File: src/rtl/izh_step_sequencer.sv
// Time-multiplexes one Izhikevich update core over a bank of neurons: owns v/u/i state,
// issues one neuron per cycle, writes back results, emits spikes. Option: IZH_CURRENT_AUTOCLEAR_EN.
module izh_step_sequencer #(
  parameter int          N_NEURONS = 16,
  parameter int          ADDR_W    = 4,
  parameter logic [16:0] V_INIT    = 17'h1_4100,
  parameter logic [16:0] U_INIT    = 17'h1_0D00
) (
  input  logic                 clk,
  input  logic                 rst,
  input  logic                 start,
  output logic                 busy,
  output logic                 done,
  output logic [15:0]          step_count,
  input  logic                 i_wr_en,
  input  logic [ADDR_W-1:0]    i_wr_addr,
  input  logic [16:0]          i_wr_data,
  output logic [16:0]          v_out,
  output logic [16:0]          u_out,
  output logic [16:0]          i_out,
  input  logic [16:0]          v_in,
  input  logic [16:0]          u_in,
  input  logic                 fired_in,
  output logic                 spike_valid,
  output logic [ADDR_W-1:0]    spike_id,
  output logic [N_NEURONS-1:0] spike_vec
);

  localparam logic [1:0] S_IDLE  = 2'd0;
  localparam logic [1:0] S_ISSUE = 2'd1;
  localparam logic [1:0] S_DRAIN = 2'd2;
  localparam logic [ADDR_W-1:0] LAST = ADDR_W'(N_NEURONS - 1);

  logic [1:0]           state_q, state_d;
  logic [ADDR_W-1:0]    issue_ptr_q, issue_ptr_d;
  logic [ADDR_W-1:0]    wb_ptr_q;
  logic                 wb_vld_q;
  logic                 start_acc;
  logic                 done_q;
  logic [15:0]          step_count_q;
  logic                 spike_valid_q;
  logic [ADDR_W-1:0]    spike_id_q;
  logic [N_NEURONS-1:0] spike_vec_q;
  logic [16:0]          v_q [N_NEURONS];
  logic [16:0]          u_q [N_NEURONS];
  logic [16:0]          i_q [N_NEURONS];
  logic                 wr_ok;

  always_comb begin
    state_d     = state_q;
    issue_ptr_d = issue_ptr_q;
    start_acc   = 1'b0;
    case (state_q)
      S_IDLE: if (start) begin
        state_d     = S_ISSUE;
        issue_ptr_d = '0;
        start_acc   = 1'b1;
      end
      S_ISSUE: begin
        issue_ptr_d = issue_ptr_q + 1'b1;
        if (issue_ptr_q == LAST) begin
          state_d     = S_DRAIN;
          issue_ptr_d = '0;
        end
      end
      S_DRAIN: state_d = S_IDLE;
      default: begin
        state_d     = S_IDLE;
        issue_ptr_d = '0;
      end
    endcase
  end

  assign wr_ok = i_wr_en && (32'(i_wr_addr) < N_NEURONS);

  always_ff @(posedge clk or posedge rst) begin
    if (rst) begin
      state_q       <= S_IDLE;
      issue_ptr_q   <= '0;
      wb_ptr_q      <= '0;
      wb_vld_q      <= 1'b0;
      done_q        <= 1'b0;
      step_count_q  <= '0;
      spike_valid_q <= 1'b0;
      spike_id_q    <= '0;
      spike_vec_q   <= '0;
      for (int n = 0; n < N_NEURONS; n++) begin
        v_q[n] <= V_INIT;
        u_q[n] <= U_INIT;
        i_q[n] <= '0;
      end
    end else begin
      state_q     <= state_d;
      issue_ptr_q <= issue_ptr_d;
      // Core result for the neuron issued last cycle lands this cycle.
      wb_vld_q    <= (state_q == S_ISSUE);
      wb_ptr_q    <= issue_ptr_q;
      done_q      <= (state_q == S_DRAIN);
      if (state_q == S_DRAIN) step_count_q <= step_count_q + 16'd1;
      spike_valid_q <= wb_vld_q && fired_in;
      if (start_acc) spike_vec_q <= '0;
      if (wb_vld_q) begin
        v_q[wb_ptr_q] <= v_in;
        u_q[wb_ptr_q] <= u_in;
        if (fired_in) begin
          spike_id_q            <= wb_ptr_q;
          spike_vec_q[wb_ptr_q] <= 1'b1;
        end
      end
`ifdef IZH_CURRENT_AUTOCLEAR_EN
      if (state_q == S_ISSUE) i_q[issue_ptr_q] <= '0;
`endif
      // Host write comes last so it wins over autoclear on the same entry.
      if (wr_ok) i_q[i_wr_addr] <= i_wr_data;
    end
  end

  assign busy        = (state_q != S_IDLE);
  assign done        = done_q;
  assign step_count  = step_count_q;
  assign spike_valid = spike_valid_q;
  assign spike_id    = spike_id_q;
  assign spike_vec   = spike_vec_q;
  assign v_out       = v_q[issue_ptr_q];
  assign u_out       = u_q[issue_ptr_q];
  assign i_out       = i_q[issue_ptr_q];

endmodule
File: config.mk
export PLATFORM = sky130hd
export DESIGN_NAME = izh_step_sequencer
export DESIGN_NICKNAME = d
export VERILOG_FILES = /design/src/rtl/izh_step_sequencer.sv
export SDC_FILE = /design/constraint.sdc
export NUM_CORES = 2
export LEC_CHECK = 0
export ABC_CLOCK_PERIOD_IN_PS = 56600
export CORE_UTILIZATION = 43
export CTS_BUF_LIST = sky130_fd_sc_hd__clkbuf_4 sky130_fd_sc_hd__clkbuf_8 sky130_fd_sc_hd__clkbuf_16
export CTS_CLUSTER_SIZE = 8
export DETAILED_ROUTE_END_ITERATION = 12
export HOLD_SLACK_MARGIN = 0.02
export SLEW_MARGIN = 20
export SYNTH_ARGS = -nofsm -noshare
export SYNTH_HDL_FRONTEND = slang
export SYNTH_SLANG_ARGS = --single-unit
File: constraint.sdc
create_clock -name clk -period 56.6 [get_ports clk]
set_clock_uncertainty 0.2 [all_clocks]
set_input_delay 16.98 -clock clk [delete_from_list [all_inputs] [get_ports clk]]
set_output_delay 16.98 -clock clk [all_outputs]
set_load 0.05 [all_outputs]
-- Yosys cells after proc, flatten, opt, wreduce, memory -nomap -nowiden
Index checks and enable logic that the tools add are counted.
- $add $sub $neg: 2
- $lt $le $gt $ge: 7
- equal/unequal tests: 5
- multiplexer cells: 29
- bitwise gates (word level): 5
- reductions and logical operators: 9
- operators with widths (kind ; number):
    272-bit bitwise mux ; 3
    17-bit binary-select mux with 4-bit select ; 3
    17-bit demux with 4-bit select ; 2
    17-bit two-way mux ; 8
    16-bit two-way mux ; 3
    16-bit by 1-bit adder with 16-bit output, second input constant ; 1
    16-bit OR ; 1
    5-bit >= comparator, second input constant ; 3
    4-bit NOT with 5-bit output ; 3
    4-bit one-hot mux with 3 select lines ; 1
    5-bit by 1-bit less-than comparator with 1-bit output, second input constant ; 2
    4-bit two-way mux ; 2
    2-bit AND reduction ; 3
    4-bit by 5-bit less-than comparator with 1-bit output, second input constant ; 1
    4-bit by 1-bit adder with 4-bit output, second input constant ; 1
    1-bit demux with 4-bit select ; 1
    4-bit == test, second input constant ; 1
    4-bit by 1-bit >= comparator with 1-bit output, second input constant ; 1
    1-bit logical AND ; 4
    2-bit two-way mux ; 2
    2-bit != test, second input constant ; 2
    2-bit one-hot mux with 2 select lines ; 1
    1-bit two-way mux ; 3
    2-bit by 1-bit == test with 1-bit output, second input constant ; 1
    other kinds (4) ; 4
- register bits: 865
- input port bits: 60
- output and inout port bits: 90
- word-level logic and storage cells: 114

-- Depth between registers and ports, before layout
- word-level depth: 7
- mapped depth: 8
- gate-level depth less buffers: 5

-- Least setup slack after synthesis
OpenSTA, ideal clock, no wires.
- path kind: reg-to-output
- start point: register issue_ptr_q[1]
- end point: output port i_out[12]
- arrival: 1888 ps
- data required time: 39420 ps
- setup slack: 37532 ps
- cell stages (with the launch flop): 6
- path buffers: 2
- path through: dfrtp_1 > buf_2 > buf_2 > mux4_2 > a22oi_1 > nand2_1
- longest elaborated chain between the ends: 4
- ends and longest elaborated chain (item ; RTL line ; text):
    start, declared ; 35 ; logic [ADDR_W-1:0] issue_ptr_q, issue_ptr_d;
    start signal, assigned ; 94 ; issue_ptr_q <= issue_ptr_d;
    4-bit NOT with 5-bit output (not written as such) ; 126 ; assign i_out = i_q[issue_ptr_q];
    17-bit binary-select mux with 4-bit select ; 126 ;
    17-bit two-way mux (not written as such) (2 in a row) ; 126 ;
    end, declared ; 20 ; output logic [16:0] i_out,
Every way passes these cells. The select of a mux whose other input is x is not followed.

-- Final worst setup path
- start point: register issue_ptr_q[0]
- end point: output port v_out[16]
- longest elaborated chain between the ends: 4
- ends and longest elaborated chain (item ; RTL line ; text):
    4-bit NOT with 5-bit output (not written as such) ; 124 ; assign v_out = v_q[issue_ptr_q];
    17-bit binary-select mux with 4-bit select ; 124 ;
    17-bit two-way mux (not written as such) (2 in a row) ; 124 ;
    end, declared ; 18 ; output logic [16:0] v_out,
Every way passes these cells. The select of a mux whose other input is x is not followed.

==> results list <==
- The min-delay analysis places its worst path in the category flop to flop.
* Hold endpoint: step_count[8]$_DFFE_PP0N_
* Vias in the first global route: 25030
- Prior to clock tree synthesis, the placed netlist has a worst setup slack of 35.54 ns.
* Total placed cells including tap cells: 3774
* Wire length of the first global-routing pass: 158.4 mm
- After legalization and detailed placement, the total HPWL measured 58.02 mm.
* Port buffer count: 149
- Post-Syn Nets: 2672
* Via count: between 20000 and 25000
- Status: complete, no violations
- Largest net degree at the start of global routing: 193
- Mapped cell area: 0.03938 mm²
- Total CTS buffers: roughly 120
- Number of synthesized flops with an enable pin: 0
* Seq cells post-synth: 865
- At the later pin of the worst-skew pair, clock insertion delay measures ~0.69 ns.
* Post-detailed-routing wire length: 102.3 mm
* Vias/cell: roughly 5.7
* Overall die area: ~0.093 mm²
- Final critical delay including setup and external delays: 21.73 ns
* Yosys cell types: 49
- RSZ-0062 raised after global routing: false
- After the first detailed-routing iteration, the DRC count stood at between 1000 and 1500.
- In the routed design, unresolved DRC markers number 0.
- Max-cap violation count: 0
* Setup-violating endpoint count in the final report: 0
- Sequential-to-total area share from yosys stat: 55.32%
- Launching point of the worst reg2reg path: wb_ptr_q[2]$_DFF_PP0_
* CTS hold repair buffers: 0
* Tightest Pin Transition: 0.9961 ns
- Clock-pin slew on the worst setup and hold paths: 0.05 ns
- R2R cell count: 5
- Worst hold-check slack: 0.2810 ns
* Antenna violations before repair: 6
- CTS tree: done
* I/O pins: 150
- The design draws 2920 µW.
* Crit start category: flop
- Number of max-slew violations in the final report: 0
- The region available for standard cell placement spans between 0.09 and 0.1 mm².
* Final worst path period share: 38.39%
- Power density over cell area: between 60 and 70 mW/mm²
- Number of rows in the core area: 110
- The congestion estimate from routability-driven global placement came to 0.7641.
* Max Fclk: 46.02 MHz
- The clock passes through at most 3 buffers.
* Buffers inserted during post-CTS setup optimization: 0
- Number of search-and-repair iterations in the first detailed-routing pass: 5
- Adding up every negative setup slack in the final design gives 0 ns.
- Once detail routing completed, the nets flagged for antenna violations numbered 0.
- The worst hold path begins at step_count[8]$_DFFE_PP0N_.
* Fin. Hold Viols: 0
- Combined global-route utilization of all metal layers: roughly 22%
* Leakage dissipation: 0.01936 µW
- In this run the clock root is driven by a sky130_fd_sc_hd__clkbuf_16.
* Total congestion overflow: 0
* Cell depth of the worst hold path: 1
- Share of flip-flops with an asynchronous set or reset after synthesis: 100.0%
- Post-cts resize count: 0
* Data arrival time at the worst-slack endpoint: 4.55 ns
- In this run the worst path has a maximum fanout of between 100 and 150.
- The most used flip-flop cell after synthesis is sky130_fd_sc_hd__dfrtp_1.
- Across all setup checks in the final design, the least slack found is about 35 ns.
- In the final routed layout, each cell accounts on average for ~26 µm.
- For this run, the number of Yosys warnings is 0.
- Worst reg2reg path endpoint: v_q[148]$_DFFE_PP0P_
- STA puts the critical path data required time at ~40 ns.
* Fraction of layout instances using a drive strength above 1: 47.98%
- H-tree depth: 3
- Die X-Extent: 304.6 µm
- The worst pin sits at a relative slew slack of 33.59%.
- The number of antenna diodes in the final layout is 0.
- Internal reg-to-reg setup slack: ~54 ns
* Setup CP Type: flop to output pin
- Clock sink count: 865
* Final net count: about 2800
- Effective utilization at floorplan: 43.55%
- Worst IR drop on VDD: 0.00004871 V
- Critical path capture point type: output pin
- Averaged over all synthesized cells, the footprint is 15.09 µm².
* Die Y: 304.6 µm
* Mapped Cells: 2610
- Compared with the post-synthesis result, the final layout area differs by 15.23%.
* Count of placed standard cells in the final layout, fillers left out: ~4000
-- cells in the mapped netlist, types with 10 or more instances --
master | count | share of area (%)
sky130_fd_sc_hd__mux2_4 | 50 | 1.9
sky130_fd_sc_hd__clkbuf_1 | 83 | 0.79
sky130_fd_sc_hd__buf_6 | 18 | 0.51
sky130_fd_sc_hd__xnor2_1 | 10 | 0.22
sky130_fd_sc_hd__buf_2 | 62 | 0.79
sky130_fd_sc_hd__mux2_2 | 770 | 22
sky130_fd_sc_hd__mux2i_1 | 187 | 4.8
sky130_fd_sc_hd__nand3_1 | 61 | 0.78
sky130_fd_sc_hd__nor2_2 | 19 | 0.30
sky130_fd_sc_hd__dfrtp_1 | 753 | 48
sky130_fd_sc_hd__nor2b_1 | 12 | 0.19
sky130_fd_sc_hd__dfstp_2 | 112 | 7.5
sky130_fd_sc_hd__mux4_2 | 110 | 6.3
sky130_fd_sc_hd__buf_4 | 47 | 0.90
sky130_fd_sc_hd__a22oi_1 | 141 | 2.7
sky130_fd_sc_hd__o21ai_0 | 10 | 0.13
sky130_fd_sc_hd__nand2_1 | 78 | 0.74
-- cell usage in the layout (no fill, tap or decap), types with 4 or more instances in the layout --
master,count
sky130_fd_sc_hd__mux2_2,770
sky130_fd_sc_hd__dfrtp_1,749
sky130_fd_sc_hd__mux2i_1,187
sky130_fd_sc_hd__clkdlybuf4s50_1,149
sky130_fd_sc_hd__a22oi_1,141
sky130_fd_sc_hd__clkbuf_16,120
sky130_fd_sc_hd__dfstp_2,112
sky130_fd_sc_hd__mux4_2,110
sky130_fd_sc_hd__nand2_1,78
sky130_fd_sc_hd__clkbuf_4,75
sky130_fd_sc_hd__nand3_1,59
sky130_fd_sc_hd__mux2_4,50
sky130_fd_sc_hd__buf_4,45
sky130_fd_sc_hd__nor2_4,13
sky130_fd_sc_hd__nor2_2,10
sky130_fd_sc_hd__o21ai_0,10
sky130_fd_sc_hd__xnor2_1,10
sky130_fd_sc_hd__nand2b_1,9
sky130_fd_sc_hd__nor2b_1,7
sky130_fd_sc_hd__a22o_1,6
sky130_fd_sc_hd__a21oi_1,6
sky130_fd_sc_hd__nor2_1,5
sky130_fd_sc_hd__nand3_2,5
sky130_fd_sc_hd__inv_1,5
sky130_fd_sc_hd__xor2_1,5
sky130_fd_sc_hd__buf_6,5
sky130_fd_sc_hd__nor2b_4,4
sky130_fd_sc_hd__and4_1,4
sky130_fd_sc_hd__dfrtp_4,4
-- cell type report --
| type | instances | area [µm²] |
|---|---|---|
| fillers | 7592 | 45040 |
| flip-flops and latches | 865 | 21800 |
| multi-input cells | 1525 | 16470 |
| clock buffers | 196 | 3580 |
| repair buffers | 203 | 1973 |
| well taps | 1176 | 1471 |
| clock inverters | 4 | 50.05 |
| inverters | 6 | 30.03 |
-- stage by stage --
step,util [%],area (µm²)
after floorplan,-,39380
after global placement,46.12,41700
after detailed placement,46.12,41700
after CTS,50.13,45330
after global routing,50.19,45380
final,50.19,45380
-- report_power, final --
part | total [µW] | internal [µW] | switching, µW
registers | 1050 | 899 | 156
clock network | 686 | 425 | 260
logic | 1180 | 553 | 626
total | 2920 | 1880 | 1040
-- worst max-delay path, cell delays in order (launching register included) --
cell and delay (ns):
sky130_fd_sc_hd__dfrtp_4 1.00, sky130_fd_sc_hd__buf_12 0.67, sky130_fd_sc_hd__nor2b_4 0.28, sky130_fd_sc_hd__buf_4 0.53, sky130_fd_sc_hd__a22oi_1 0.18, sky130_fd_sc_hd__nand2_1 0.19
sky130_fd_sc_hd__clkdlybuf4s50_1 0.83
-- logic make-up after synthesis --
group | Yosys count | synth area share [%]
XOR/XNOR | 15 | 0.3336
flip-flops | 865 | 55.32
adder cells (fa/ha/maj) | 2 | 0.06353
AO/OA/AOI/OAI | 172 | 3.206
multiplexers | 1120 | 35.05
buffers and inverters | 220 | 3.095
AND/OR/NAND/NOR | 216 | 2.929
-- flip-flops by register name, indices dropped and copies added, names as in the netlist --
register     count
done             1
i_q            272
issue_ptr_q      4
spike_id         4
spike_valid      1
spike_vec       16
state_q          2
step_count      16
u_q            272
v_q            272
wb_ptr_q         4
wb_vld_q         1
-- routing by layer --
layer	part of all wire [%]	global-route usage, %	up-vias
met5	0.056	0	-
met4	2.4	6.389	10
met3	4.3	3.790	165
met2	49	37.10	469
met1	44	30.39	12300
li1	-	-	9848
-- worst max path at each step --
stage	startpoint	endpoint	slack, ns	cells after the start
after floorplan	rst	done$_DFF_PP0_	15.30	1
after global placement	issue_ptr_q[0]$_DFFE_PP0P_	v_out[16]	35.56	6
after detailed placement	issue_ptr_q[0]$_DFFE_PP0P_	i_out[9]	35.54	6
after CTS	issue_ptr_q[0]$_DFFE_PP0P_	i_out[9]	34.79	6
after global routing	issue_ptr_q[0]$_DFFE_PP0P_	v_out[16]	34.68	6
final	issue_ptr_q[0]$_DFFE_PP0P_	v_out[16]	34.87	6
No activity file was read; power rests on OpenSTA's default activity.
